`src/rtl/alu_sequencer_if.sv`:
```
// Command/response handshake bundle between the issuing logic and alu_sequencer.
// master = issuer (drives commands, accepts responses); slave = sequencer.
interface alu_sequencer_if #(
    parameter int WIDTH = 8
);
    logic             cmd_valid;
    logic             cmd_ready;
    logic [2:0]       cmd_op;
    logic [WIDTH-1:0] cmd_a;
    logic [WIDTH-1:0] cmd_b;
    logic             rsp_valid;
    logic             rsp_ready;
    logic [WIDTH-1:0] rsp_result;
    logic             rsp_zero;
    logic             rsp_err;

    modport master (
        output cmd_valid, cmd_op, cmd_a, cmd_b, rsp_ready,
        input  cmd_ready, rsp_valid, rsp_result, rsp_zero, rsp_err
    );

    modport slave (
        input  cmd_valid, cmd_op, cmd_a, cmd_b, rsp_ready,
        output cmd_ready, rsp_valid, rsp_result, rsp_zero, rsp_err
    );
endinterface

```
`src/rtl/alu_sequencer.sv`:
```
// Sequencer owning a shared AND/OR/ADD/SUB ALU. Takes one command at a time,
// drives SrcA/SrcB/ALUControl, and returns result/zero/err on a response port.
// Optional feature macro: ALU_SEQ_MUL_EN builds the MUL op (repeated ADD on
// the ALU). Without it, op 4 is answered as illegal.
module alu_sequencer #(
    parameter int WIDTH = 8
) (
    input  logic             clk,
    input  logic             reset,      // asynchronous, active-low
    alu_sequencer_if.slave   bus,
    output logic             busy,
    output logic [WIDTH-1:0] SrcA,
    output logic [WIDTH-1:0] SrcB,
    output logic [1:0]       ALUControl,
    input  logic [WIDTH-1:0] ALUResult,
    input  logic             Zero
);
    typedef enum logic [1:0] {
        ST_IDLE = 2'd0,
        ST_EXEC = 2'd1,
        ST_MUL  = 2'd2,
        ST_DONE = 2'd3
    } state_t;

    localparam logic [1:0] ALU_ADD = 2'b10;

    state_t           r_state;
    logic             r_cmd_ready;
    logic             r_busy;
    logic             r_rsp_valid;
    logic [WIDTH-1:0] r_rsp_result;
    logic             r_rsp_zero;
    logic             r_rsp_err;
    // ALU drive registers double as the latched operands; in MUL, r_src_a is
    // the running accumulator and r_src_b holds the multiplicand.
    logic [WIDTH-1:0] r_src_a;
    logic [WIDTH-1:0] r_src_b;
    logic [1:0]       r_alu_ctrl;
`ifdef ALU_SEQ_MUL_EN
    logic [WIDTH-1:0] r_cnt;
`endif

    logic w_accept;
    assign w_accept = bus.cmd_valid & r_cmd_ready;

    assign bus.cmd_ready  = r_cmd_ready;
    assign bus.rsp_valid  = r_rsp_valid;
    assign bus.rsp_result = r_rsp_result;
    assign bus.rsp_zero   = r_rsp_zero;
    assign bus.rsp_err    = r_rsp_err;
    assign busy           = r_busy;
    assign SrcA           = r_src_a;
    assign SrcB           = r_src_b;
    assign ALUControl     = r_alu_ctrl;

    // Single-process FSM: state, handshake flags, ALU drive and response registers.
    // NOTE: every state element here uses non-blocking assignment so all
    // registers update together from pre-edge values; blocking would let later
    // statements see the new state within the same edge.
    always_ff @(posedge clk or negedge reset) begin
        if (!reset) begin
            r_state      <= ST_IDLE;
            r_cmd_ready  <= 1'b1;
            r_busy       <= 1'b0;
            r_rsp_valid  <= 1'b0;
            r_rsp_result <= '0;
            r_rsp_zero   <= 1'b0;
            r_rsp_err    <= 1'b0;
            r_src_a      <= '0;
            r_src_b      <= '0;
            r_alu_ctrl   <= 2'b00;
`ifdef ALU_SEQ_MUL_EN
            r_cnt        <= '0;
`endif
        end else begin
            case (r_state)
                ST_IDLE: begin
                    if (w_accept) begin
                        r_cmd_ready <= 1'b0;
                        r_busy      <= 1'b1;
                        if (!bus.cmd_op[2]) begin
                            r_state    <= ST_EXEC;
                            r_src_a    <= bus.cmd_a;
                            r_src_b    <= bus.cmd_b;
                            r_alu_ctrl <= bus.cmd_op[1:0];
                        end
`ifdef ALU_SEQ_MUL_EN
                        else if (bus.cmd_op == 3'd4 && bus.cmd_b != '0) begin
                            r_state    <= ST_MUL;
                            r_src_a    <= '0;
                            r_src_b    <= bus.cmd_a;
                            r_alu_ctrl <= ALU_ADD;
                            r_cnt      <= bus.cmd_b;
                        end else if (bus.cmd_op == 3'd4) begin
                            // Multiply by zero needs no ALU pass.
                            r_state      <= ST_DONE;
                            r_rsp_valid  <= 1'b1;
                            r_rsp_result <= '0;
                            r_rsp_zero   <= 1'b1;
                            r_rsp_err    <= 1'b0;
                        end
`endif
                        else begin
                            r_state      <= ST_DONE;
                            r_rsp_valid  <= 1'b1;
                            r_rsp_result <= '0;
                            r_rsp_zero   <= 1'b0;
                            r_rsp_err    <= 1'b1;
                        end
                    end
                end
                ST_EXEC: begin
                    r_state      <= ST_DONE;
                    r_rsp_valid  <= 1'b1;
                    r_rsp_result <= ALUResult;
                    r_rsp_zero   <= Zero;
                    r_rsp_err    <= 1'b0;
                    r_src_a      <= '0;
                    r_src_b      <= '0;
                    r_alu_ctrl   <= 2'b00;
                end
`ifdef ALU_SEQ_MUL_EN
                ST_MUL: begin
                    if (r_cnt == WIDTH'(1)) begin
                        r_state      <= ST_DONE;
                        r_rsp_valid  <= 1'b1;
                        r_rsp_result <= ALUResult;
                        r_rsp_zero   <= Zero;
                        r_rsp_err    <= 1'b0;
                        r_src_a      <= '0;
                        r_src_b      <= '0;
                        r_alu_ctrl   <= 2'b00;
                    end else begin
                        r_src_a <= ALUResult;
                        r_cnt   <= r_cnt - WIDTH'(1);
                    end
                end
`endif
                ST_DONE: begin
                    // Response held stable until the consumer takes it.
                    if (bus.rsp_ready) begin
                        r_state     <= ST_IDLE;
                        r_rsp_valid <= 1'b0;
                        r_busy      <= 1'b0;
                        r_cmd_ready <= 1'b1;
                    end
                end
                default: begin
                    r_state     <= ST_IDLE;
                    r_rsp_valid <= 1'b0;
                    r_busy      <= 1'b0;
                    r_cmd_ready <= 1'b1;
                    r_src_a     <= '0;
                    r_src_b     <= '0;
                    r_alu_ctrl  <= 2'b00;
                end
            endcase
        end
    end
endmodule

```
`src/flat_wrapper.sv`:
```
// flat-port wrapper written by rule: the top's interface ports become plain ports
module alu_sequencer_flat 
#(
    parameter int WIDTH = 8
)
  (clk, reset, busy, SrcA, SrcB, ALUControl, ALUResult, Zero, bus_cmd_valid, bus_cmd_op, bus_cmd_a, bus_cmd_b, bus_rsp_ready, bus_cmd_ready, bus_rsp_valid, bus_rsp_result, bus_rsp_zero, bus_rsp_err);
  alu_sequencer_if #(.WIDTH(WIDTH)) bus_i ();
  input  logic clk;
  input  logic reset;
  output logic busy;
  output logic [WIDTH-1:0] SrcA;
  output logic [WIDTH-1:0] SrcB;
  output logic [1:0] ALUControl;
  input  logic [WIDTH-1:0] ALUResult;
  input  logic Zero;
  input wire logic [$bits(bus_i.cmd_valid)-1:0] bus_cmd_valid;
  input wire logic [$bits(bus_i.cmd_op)-1:0] bus_cmd_op;
  input wire logic [$bits(bus_i.cmd_a)-1:0] bus_cmd_a;
  input wire logic [$bits(bus_i.cmd_b)-1:0] bus_cmd_b;
  input wire logic [$bits(bus_i.rsp_ready)-1:0] bus_rsp_ready;
  output wire logic [$bits(bus_i.cmd_ready)-1:0] bus_cmd_ready;
  output wire logic [$bits(bus_i.rsp_valid)-1:0] bus_rsp_valid;
  output wire logic [$bits(bus_i.rsp_result)-1:0] bus_rsp_result;
  output wire logic [$bits(bus_i.rsp_zero)-1:0] bus_rsp_zero;
  output wire logic [$bits(bus_i.rsp_err)-1:0] bus_rsp_err;
  assign bus_i.cmd_valid = bus_cmd_valid;
  assign bus_i.cmd_op = bus_cmd_op;
  assign bus_i.cmd_a = bus_cmd_a;
  assign bus_i.cmd_b = bus_cmd_b;
  assign bus_i.rsp_ready = bus_rsp_ready;
  assign bus_cmd_ready = bus_i.cmd_ready;
  assign bus_rsp_valid = bus_i.rsp_valid;
  assign bus_rsp_result = bus_i.rsp_result;
  assign bus_rsp_zero = bus_i.rsp_zero;
  assign bus_rsp_err = bus_i.rsp_err;
  alu_sequencer #(.WIDTH(WIDTH)) u_core (.clk(clk), .reset(reset), .bus(bus_i), .busy(busy), .SrcA(SrcA), .SrcB(SrcB), .ALUControl(ALUControl), .ALUResult(ALUResult), .Zero(Zero));
endmodule
```
`config.mk`:
```
export PLATFORM = sky130hd
export DESIGN_NAME = alu_sequencer_flat
export DESIGN_NICKNAME = d
export VERILOG_FILES = /design/src/rtl/alu_sequencer_if.sv /design/src/rtl/alu_sequencer.sv /design/src/flat_wrapper.sv
export SDC_FILE = /design/constraint.sdc
export NUM_CORES = 1
export LEC_CHECK = 0
export CAP_MARGIN = 20
export CORE_AREA = 2 2 64 66
export CTS_CLUSTER_DIAMETER = 80
export DETAILED_ROUTE_END_ITERATION = 12
export DIE_AREA = 0 0 66 68
export GPL_ROUTABILITY_DRIVEN = 1
export MAX_ROUTING_LAYER = met4
export PLACE_DENSITY = 0.74
export SLEW_MARGIN = 40
export SYNTH_ARGS = -nofsm -noshare
export SYNTH_HDL_FRONTEND = slang
export SYNTH_SLANG_ARGS = --single-unit
```
`constraint.sdc`:
```
create_clock -name clk -period 1.6 [get_ports clk]
set_input_delay 0.32 -clock clk [delete_from_list [all_inputs] [get_ports clk]]
set_output_delay 0.32 -clock clk [all_outputs]
set_load 0.01 [all_outputs]
```
==> flow_summary.ini, run 1 <==
[run_status]
status = finished clean

[timing]
hold_violations = 0
worst_pin_slew_ns = 0.423
rsz0062_at_grt = false
maxSlewViolCount = 0
worst_slack_ns = 0.0611
max_freq_mhz = 650
clock_skew_ns = 0.00189
slew-limit-headroom_pct = 71.8
setup_violations = 0
timing.final.crit_share_pct = 96.2
min_period_ns = 1.54

[routing]
drt_iter0_markers = 84
wl_mm = 3.59
ant_nets = 0
drt_first_pass_iters = 7
via_per_inst = 4.97
drcViolationCount = 0
wl_per_cell_um = 13.5
vias = 1323

[final_layout]
fill_cells = 338
area_growth_pct = 54.8
register_area_um2 = 827
final_cells = 266
n_antenna_cell = 0
multiInputGateArea_um2 = 563
utilization_pct = 58.5
final_layout_size_suffix_gt1_share_pct = 8.33
finalNetCount = 247

[clock_network]
tritoncts = yes
htree_levels = 2
cts_max_path_buffers = 2
clk_pin_slew_ns = 0.07
clk-insertion-delay-late_ns = 0.28
cts_hold_buf = 0
clock-sinks = 33
cts-buffers-inserted = 5
ctsRootBufferMaster = clkbuf_8

[yosys]
async_flop_share_pct = 100
yosys_register_bits = 33
synth_area_mm2 = 0.00146
synth_ff_type = dfrtp_1
syn_area_per_cell_um2 = 9.84
synth_edf_count = 0
syn_inst = 148
synth_common_cells = 39 x nand2_1, 32 x dfrtp_1, 18 x nand3_1, 18 x o211ai_1, 9 x a22o_1
syn_nets = 180
netlist-cell-type-count = 23
yosysMostFrequentCell = nand2_1
yosys.area.top_type = dfrtp_1
synth.area.top_cells = dfrtp_1 55%, nand2_1 10%, o211ai_1 9.3%
ys_seq_area_share_pct = 56.8
ys_warn_count = 0
synth_top_area_share_pct = 55.0

[worst_setup_path]
crit_buf_inv = 1
rr_endpoint = u_core.bus.rsp_zero
end_kind = primary output
r2r-start = u_core.bus.cmd_ready
worstRegToRegCells = 4
critical_path.cell_chain = clkdlybuf4s50_1
critical_path_class = register to primary output
crit_arrival_ns = 1.22
critPathTopFamily = buffers and inverters
cpPeakStageDelay_ns = 0.56
start_kind = register
r2r_setup_slack_ns = 0.24
cp_max_fo = 3
slowest_stage = clkdlybuf4s50_1
worstPathRequired_ns = 1.28

[floorplanning]
core_region_area_mm2 = 0.00386
die_area_mm2 = 0.00449
die_w_um = 66
rows = 23
die_height_um = 68
io-pin-count = 63
initial_utilization_pct = 37.8

[power_and_ir_drop]
p_leak_nw = 0.918
power_density_mw_per_mm2 = 1550
ir_drop_v = 0.000996

[place]
dp_hpwl_mm = 2.56
portBuffers = 62
dpl.cell_count = 258
place_congestion = 0.782
post-place-ws_ns = -0.0223

[hold_path]
worst_hold_path_type = input pin to async pin

[global_route]
grt_max_degree = 37
gr-total-overflow = 0
grt_pass1_vias = 1184
antenna_found_initial = 0
grt_pass1_wl_mm = 5.50
grt.total_usage_pct = 17.3

[flow_run]
maxCapViolCount = 0
logic make-up (layout without fill, tap and decap cells):
logic type / Yosys count / count (layout) / synth area share, %
flops: 33 / 33 / 56.8
simple gates: 65 / 65 / 20.3
buf+inv: 14 / 82 / 4.55
compound gates: 36 / 36 / 18.4
state kept, by name, indices dropped and copies added (netlist names):
register / count
u_core.r_state: 2
u_core.ALUControl: 2
u_core.bus.rsp_result: 8
u_core.bus.rsp_zero: 1
u_core.SrcB: 8
u_core.bus.cmd_ready: 1
u_core.bus.rsp_valid: 1
u_core.bus.rsp_err: 1
u_core.SrcA: 8
u_core.busy: 1
placed cells by master, fill, tap and decap left out:
master	n
nand4b_1	1
dfstp_2	1
inv_1	4
clkinv_2	2
dlygate4sd2_1	1
a22o_1	9
clkdlybuf4s50_1	61
nand3b_1	1
a31oi_1	2
o21ai_0	2
and2_1	1
dfrtp_1	32
nor2_4	1
a2bb2oi_1	1
nor2b_1	1
or2_0	1
nand3_1	18
nand2_1	39
a22oi_1	1
clkbuf_1	1
buf_4	6
nand2b_1	1
o211ai_1	18
nor2_2	1
clkbuf_8	5
a21oi_1	3
buf_12	2
layer usage:
metal	global-route usage [%]	wire, µm	vias up
met5	-	0	-
met4	8.42	69	0
met3	4.44	156	7
met2	26.9	1810	30
met1	21.1	1550	632
li1	-	-	654
metrics by stage:
step / power, mW / TNS, ns / hold slack, ns / cell area, µm²
final: 3.50 / 0 / 0.381 / 2250
after global routing: 3.73 / 0 / 0.397 / 2250
after CTS: 3.54 / 0 / 0.382 / 2250
after detailed placement: 2.94 / -0.0415 / 0.487 / 2170
after global placement: 2.91 / 0 / 0.488 / 2170
after floorplan: 2.12 / 0 / 0.0244 / 1460
cell type report:
cell class	instances	share of cell area [%]
Multi-Input combinational cell	101	25.0
Inverter	4	0.666
Timing Repair Buffer	70	31.2
Clock buffer	6	3.22
Sequential cell	33	36.7
Tap cell	50	2.77
Clock inverter	2	0.444
worst register-to-register path, delay by kind of cell (launching register included):
kind	cells	cell delay (ns)
buffers and inverters	1	0.17
DFF	1	0.59
and+or+nand+nor	1	0.20
AOI/OAI and AO/OA	2	0.29
timing repair:
| action | 4_1_cts | 5_1_grt |
|---|---|---|
| buffers inserted | 0 | 0 |
| endpoints found under the setup margin | 1 | 0 |
| gates resized for setup | 1 | 0 |
worst max path at each step:
stage | startpoint | to | slack [ns] | cells past startpoint
2_1_floorplan | u_core.bus.cmd_ready | u_core.bus.rsp_result[0] | 0.29 | 4
3_5_place_dp | bus_cmd_valid | u_core.SrcA[7] | -0.02 | 6
3_3_place_gp | bus_cmd_valid | u_core.SrcA[6] | 0.006 | 6
4_1_cts | u_core.SrcB[5] | SrcB[5] | 0.04 | 1
5_1_grt | u_core.SrcB[5] | SrcB[5] | 0.005 | 1
6_report | u_core.SrcB[5] | SrcB[5] | 0.06 | 1
power by group:
group	leakage (nW)	switching [mW]	total, mW	internal [mW]
registers	0.433	0.238	1.34	1.11
logic	0.440	0.731	1.56	0.827
clock network	0.0450	0.294	0.595	0.301
No activity file was read; power rests on OpenSTA's default activity.
==> inputs of run 2 (changes only) <==
==> constraint.sdc (replaced) <==
create_clock -name clk -period 1.85 [get_ports clk]
set_input_delay 0.37 -clock clk [delete_from_list [all_inputs] [get_ports clk]]
set_output_delay 0.37 -clock clk [all_outputs]
set_load 0.01 [all_outputs]
==> run 2 against run 1 <==
Effect of this change: final area down 1.4%; power decreased by 15%; via count is 1.6% lower; clock power is 11% lower; clock skew increased by 0.0061 ns; combinational power decreased by 17%; cell count fell by 0.75%.
==> flow_summary.ini, run 2 (same netlist as run 1, synthesis figures left out) <==
[run_status]
status = finished clean

[global_route]
grt_max_degree = 37
grt_pass1_wl_mm = 5.88
grt.total_usage_pct = 17.9
antenna_found_initial = 0
grt_pass1_vias = 1284
gr-total-overflow = 0

[worst_setup_path]
critical_path.cell_chain = clkdlybuf4s50_1
worstPathRequired_ns = 1.48
critical_path_class = register to primary output
critPathTopFamily = flip-flops
cpPeakStageDelay_ns = 0.59
end_kind = primary output
crit_arrival_ns = 1.41
cp_max_fo = 7
start_kind = register
crit_buf_inv = 1
slowest_stage = dfstp_2

[place]
place_area_mm2 = 0.00213
portBuffers = 62
dp_hpwl_mm = 2.40
place_congestion = 0.708
post-place-ws_ns = 0.171

[timing]
maxSlewViolCount = 0
setup_violations = 0
rsz0062_at_grt = false
hold_violations = 0
min_period_ns = 1.78
worst_pin_slew_ns = 0.434
final.setup.tns_ns = 0
slew-limit-headroom_pct = 71.0
worst_slack_ns = 0.0725
timing.final.crit_share_pct = 96.1
clock_skew_ns = 0.00794
max_freq_mhz = 563

[power_and_ir_drop]
power_density_mw_per_mm2 = 1340
ir_drop_v = 0.000883
internal-power_mw = 1.93
p_sw_share_pct = 35.3
clkPwrFrac_pct = 17.8
pwr-share-seq_pct = 38.8
p_comb_share_pct = 43.4
p_leak_nw = 0.899
p_sw_mw = 1.05

[clock_network]
ctsResizeCount = 0
htree_levels = 2
cts_setup_buffers = 0
cts-buffers-inserted = 5
clock-sinks = 33
tritoncts = yes
cts_max_path_buffers = 2
clk-insertion-delay-late_ns = 0.27
ctsRootBufferMaster = clkbuf_8
cts_hold_buf = 0
clk_pin_slew_ns = 0.06

[final_layout]
fill_cells = 348
mostFrequentLayoutCells = 62 x clkdlybuf4s50_1, 39 x nand2_1, 32 x dfrtp_1, 18 x nand3_1, 18 x o211ai_1
register_area_um2 = 827
n_antenna_cell = 0
final_layout_size_suffix_gt1_share_pct = 7.01
final_common_cell = clkdlybuf4s50_1
multiInputGateArea_um2 = 563
finalNetCount = 245
final_cell_area_mm2 = 0.00222
area_growth_pct = 52.7

[floorplanning]
core_region_area_mm2 = 0.00386
initial_utilization_pct = 37.8
io-pin-count = 63
die_height_um = 68
die_area_mm2 = 0.00449
die_w_um = 66
rows = 23

[hold_path]
worst_hold_path_type = register to register

[flow_run]
maxCapViolCount = 0

[routing]
via_per_inst = 4.93
wl_mm = 3.53
ant_nets = 0
wl_per_cell_um = 13.4
drt_iter0_markers = 113
drt_first_pass_iters = 5
vias = 1302
drcViolationCount = 0
[run 2: stage by stage]
step           utilization [%]  total power, mW  std cells  hold slack, ns
2_1_floorplan                -             1.84        148          0.0744
3_3_place_gp              55.3             2.46        256           0.483
3_5_place_dp              55.3             2.47        256           0.491
4_1_cts                   57.7             3.02        264           0.507
5_1_grt                   57.7             3.21        264           0.518
6_report                  57.7             2.98        264           0.501
[run 2: final timing paths]
path / from / to / slack (ns) / cells past startpoint
max reg2reg: u_core.bus.cmd_ready / u_core.bus.rsp_result[7] / 0.48 / 4
max: u_core.bus.cmd_ready / bus_cmd_ready / 0.07 / 1
max in group asynchronous: reset / u_core.bus.cmd_ready / 1.02 / 2
min reg2reg: u_core.bus.rsp_result[3] / u_core.bus.rsp_result[3] / 0.50 / 1
min: u_core.bus.rsp_result[3] / u_core.bus.rsp_result[3] / 0.50 / 1
min in group asynchronous: reset / u_core.bus.rsp_result[2] / 0.51 / 2
[run 2: layout make-up]
class                      instances  area share [%]
timing repair buffer              68            29.9
clock buffer                       8            4.05
inverter                           4           0.675
multi-input combinational        101            25.3
sequential                        33            37.2
tap                               50            2.81
[run 2: layer usage]
layer | track usage [%] | part of all wire (%) | routed length (µm)
met3 | 3.78 | 3.5 | 123
met5 | - | 0 | 0
met4 | 6.89 | 1.2 | 41
met1 | 22.2 | 46 | 1630
met2 | 28.9 | 49 | 1730
[run 2: power groups by stage]
stage               combinational, mW  clock, mW  sequential (mW)
global route                     1.43      0.590             1.19
CTS                              1.32      0.544             1.16
global placement                 1.30          0             1.16
floorplan                       0.629          0             1.21
finish                           1.29      0.532             1.16
detailed placement               1.31          0             1.17
==> inputs of run 3 (changes only) <==
--- a/config.mk
+++ b/config.mk
@@ -13,6 +13,7 @@
 export GPL_ROUTABILITY_DRIVEN = 1
 export MAX_ROUTING_LAYER = met4
 export PLACE_DENSITY = 0.74
+export SKIP_CTS_REPAIR_TIMING = 1
 export SLEW_MARGIN = 40
 export SYNTH_ARGS = -nofsm -noshare
 export SYNTH_HDL_FRONTEND = slang
==> constraint.sdc (replaced) <==
create_clock -name clk -period 2.25 [get_ports clk]
set_input_delay 0.45 -clock clk [delete_from_list [all_inputs] [get_ports clk]]
set_output_delay 0.45 -clock clk [all_outputs]
set_load 0.01 [all_outputs]
==> run 3 against run 2 <==
Effect of this change: sequential share of layout area up 0.19 points; routed wire length increased by 4.2%; final area decreased by 0.51%; clock skew decreased by 0.0031 ns; critical endpoint unchanged; sequential power fell by 18%; sequential cell count did not move; die area unchanged; non-clock buffer count fell by 3; cell count down 1.1%; register-to-register slack better by 0.25 ns; hold slack improved by 0.0064 ns; largest power group unchanged; critical path depth stayed put.
==> flow_summary.ini, run 3 (same netlist as run 1, synthesis figures left out) <==
[run_status]
status = finished clean

[final_layout]
fill_cells = 349
final_layout_size_suffix_gt1_share_pct = 6.64
finalNetCount = 242
mostFrequentLayoutCells = 62 x clkdlybuf4s50_1, 39 x nand2_1, 32 x dfrtp_1, 18 x nand3_1, 18 x o211ai_1
utilization_pct = 57.4
area_growth_pct = 51.9
n_antenna_cell = 0
final_common_cell = clkdlybuf4s50_1

[worst_setup_path]
crit_arrival_ns = 1.42
rr_endpoint = u_core.SrcB[0]
worstPathRequired_ns = 1.80
end_kind = primary output
slowest_stage = dfstp_2
r2r-start = u_core.r_state[1]
critical_path_class = register to primary output
start_kind = register
crit_end = bus_cmd_ready
cpPeakStageDelay_ns = 0.59
critPathTopFamily = flip-flops
crit_buf_inv = 1
critical_path.cell_chain = clkdlybuf4s50_1
r2r_setup_slack_ns = 0.73
worstSetupStartpoint = u_core.bus.cmd_ready
cp.depth = 1
worstRegToRegCells = 3
cp_max_fo = 7

[global_route]
met3_usage_pct = 3.62
grt_max_degree = 37
gr-total-overflow = 0
grt_pass1_wl_mm = 5.61
grt.total_usage_pct = 17.4
grt_most_used_layer = met2
antenna_found_initial = 0
grt_pass1_vias = 1145
grt_use_met1_pct = 22.2
grtUsageMet2_pct = 26.8

[power_and_ir_drop]
p_sw_mw = 0.890
clkPwrFrac_pct = 19.7
pwr-share-seq_pct = 38.3
power_density_mw_per_mm2 = 1120
p_comb_share_pct = 42.1
total_power_mw = 2.48
internal-power_mw = 1.59
ir_drop_v = 0.000717
p_leak_nw = 0.893
p_sw_share_pct = 35.9

[timing]
whs_ns = 0.508
rsz0062_at_grt = false
final.setup.tns_ns = 0
worst_pin_slew_ns = 0.700
slew-limit-headroom_pct = 53.3
timing.final.crit_share_pct = 83.2
max_freq_mhz = 534
hold_violations = 0
clock_skew_ns = 0.00484
min_period_ns = 1.87
maxSlewViolCount = 0
setup_violations = 0

[clock_network]
ctsRootBufferMaster = clkbuf_8
htree_levels = 2
clk-insertion-delay-late_ns = 0.28
clk_pin_slew_ns = 0.07
tritoncts = yes
cts_max_path_buffers = 2
cts-buffers-inserted = 5
clock-sinks = 33

[floorplanning]
die_height_um = 68
rows = 23
core_region_area_mm2 = 0.00386
die_area_mm2 = 0.00449
die_w_um = 66
io-pin-count = 63
initial_utilization_pct = 37.8

[routing]
drcViolationCount = 0
wl_mm = 3.67
vias = 1299
via_per_inst = 4.98
drt_iter0_markers = 64
ant_nets = 0
drt_first_pass_iters = 4
wl_per_cell_um = 14.1

[place]
portBuffers = 62
place_congestion = 0.725
dp_hpwl_mm = 2.48

[hold_path]
whs_path_depth = 1
worst_hold_path_type = register to register

[flow_run]
maxCapViolCount = 0
run 3: how the worst min path moves through the flow:
stage	from	endpoint	slack, ns
finish	u_core.bus.rsp_result[3]	u_core.bus.rsp_result[3]	0.51
global route	u_core.bus.rsp_result[0]	u_core.bus.rsp_result[0]	0.52
CTS	u_core.bus.rsp_result[6]	u_core.bus.rsp_result[6]	0.51
detailed placement	u_core.bus.rsp_result[0]	u_core.bus.rsp_result[0]	0.49
global placement	u_core.bus.rsp_zero	u_core.bus.rsp_zero	0.48
floorplan	reset	u_core.ALUControl[0]	0.15
run 3: cell type report:
| class | count | area (µm²) | share of cell area (%) |
|---|---|---|---|
| clock buffers | 7 | 96.3 | 4.36 |
| clock inverters | 1 | 5.00 | 0.226 |
| inverters | 4 | 15.0 | 0.679 |
| multi-input cells | 101 | 563 | 25.5 |
| flip-flops and latches | 33 | 827 | 37.4 |
| well taps | 50 | 62.6 | 2.83 |
| repair buffers | 65 | 643 | 29.1 |
run 3: through the flow:
step	instance area (µm²)	std cells	setup slack [ns]
2_1_floorplan	1460	148	0.938
3_3_place_gp	2110	253	0.338
3_5_place_dp	2110	253	0.308
4_1_cts	2210	261	0.372
5_1_grt	2210	261	0.325
6_report	2210	261	0.378
run 3: power by group through the flow:
stage	combinational [mW]	clock [mW]	sequential, mW
after floorplan	0.517	0	0.993
after global placement	1.03	0	0.955
after detailed placement	1.06	0	0.952
after CTS	1.06	0.504	0.946
after global routing	1.13	0.530	0.976
final	1.04	0.488	0.948
run 3: metal layers:
layer / routed length (µm) / vias up
li1: - / 646
met1: 1630 / 624
met2: 1870 / 25
met3: 108 / 4
met4: 56 / 0
met5: 0 / -
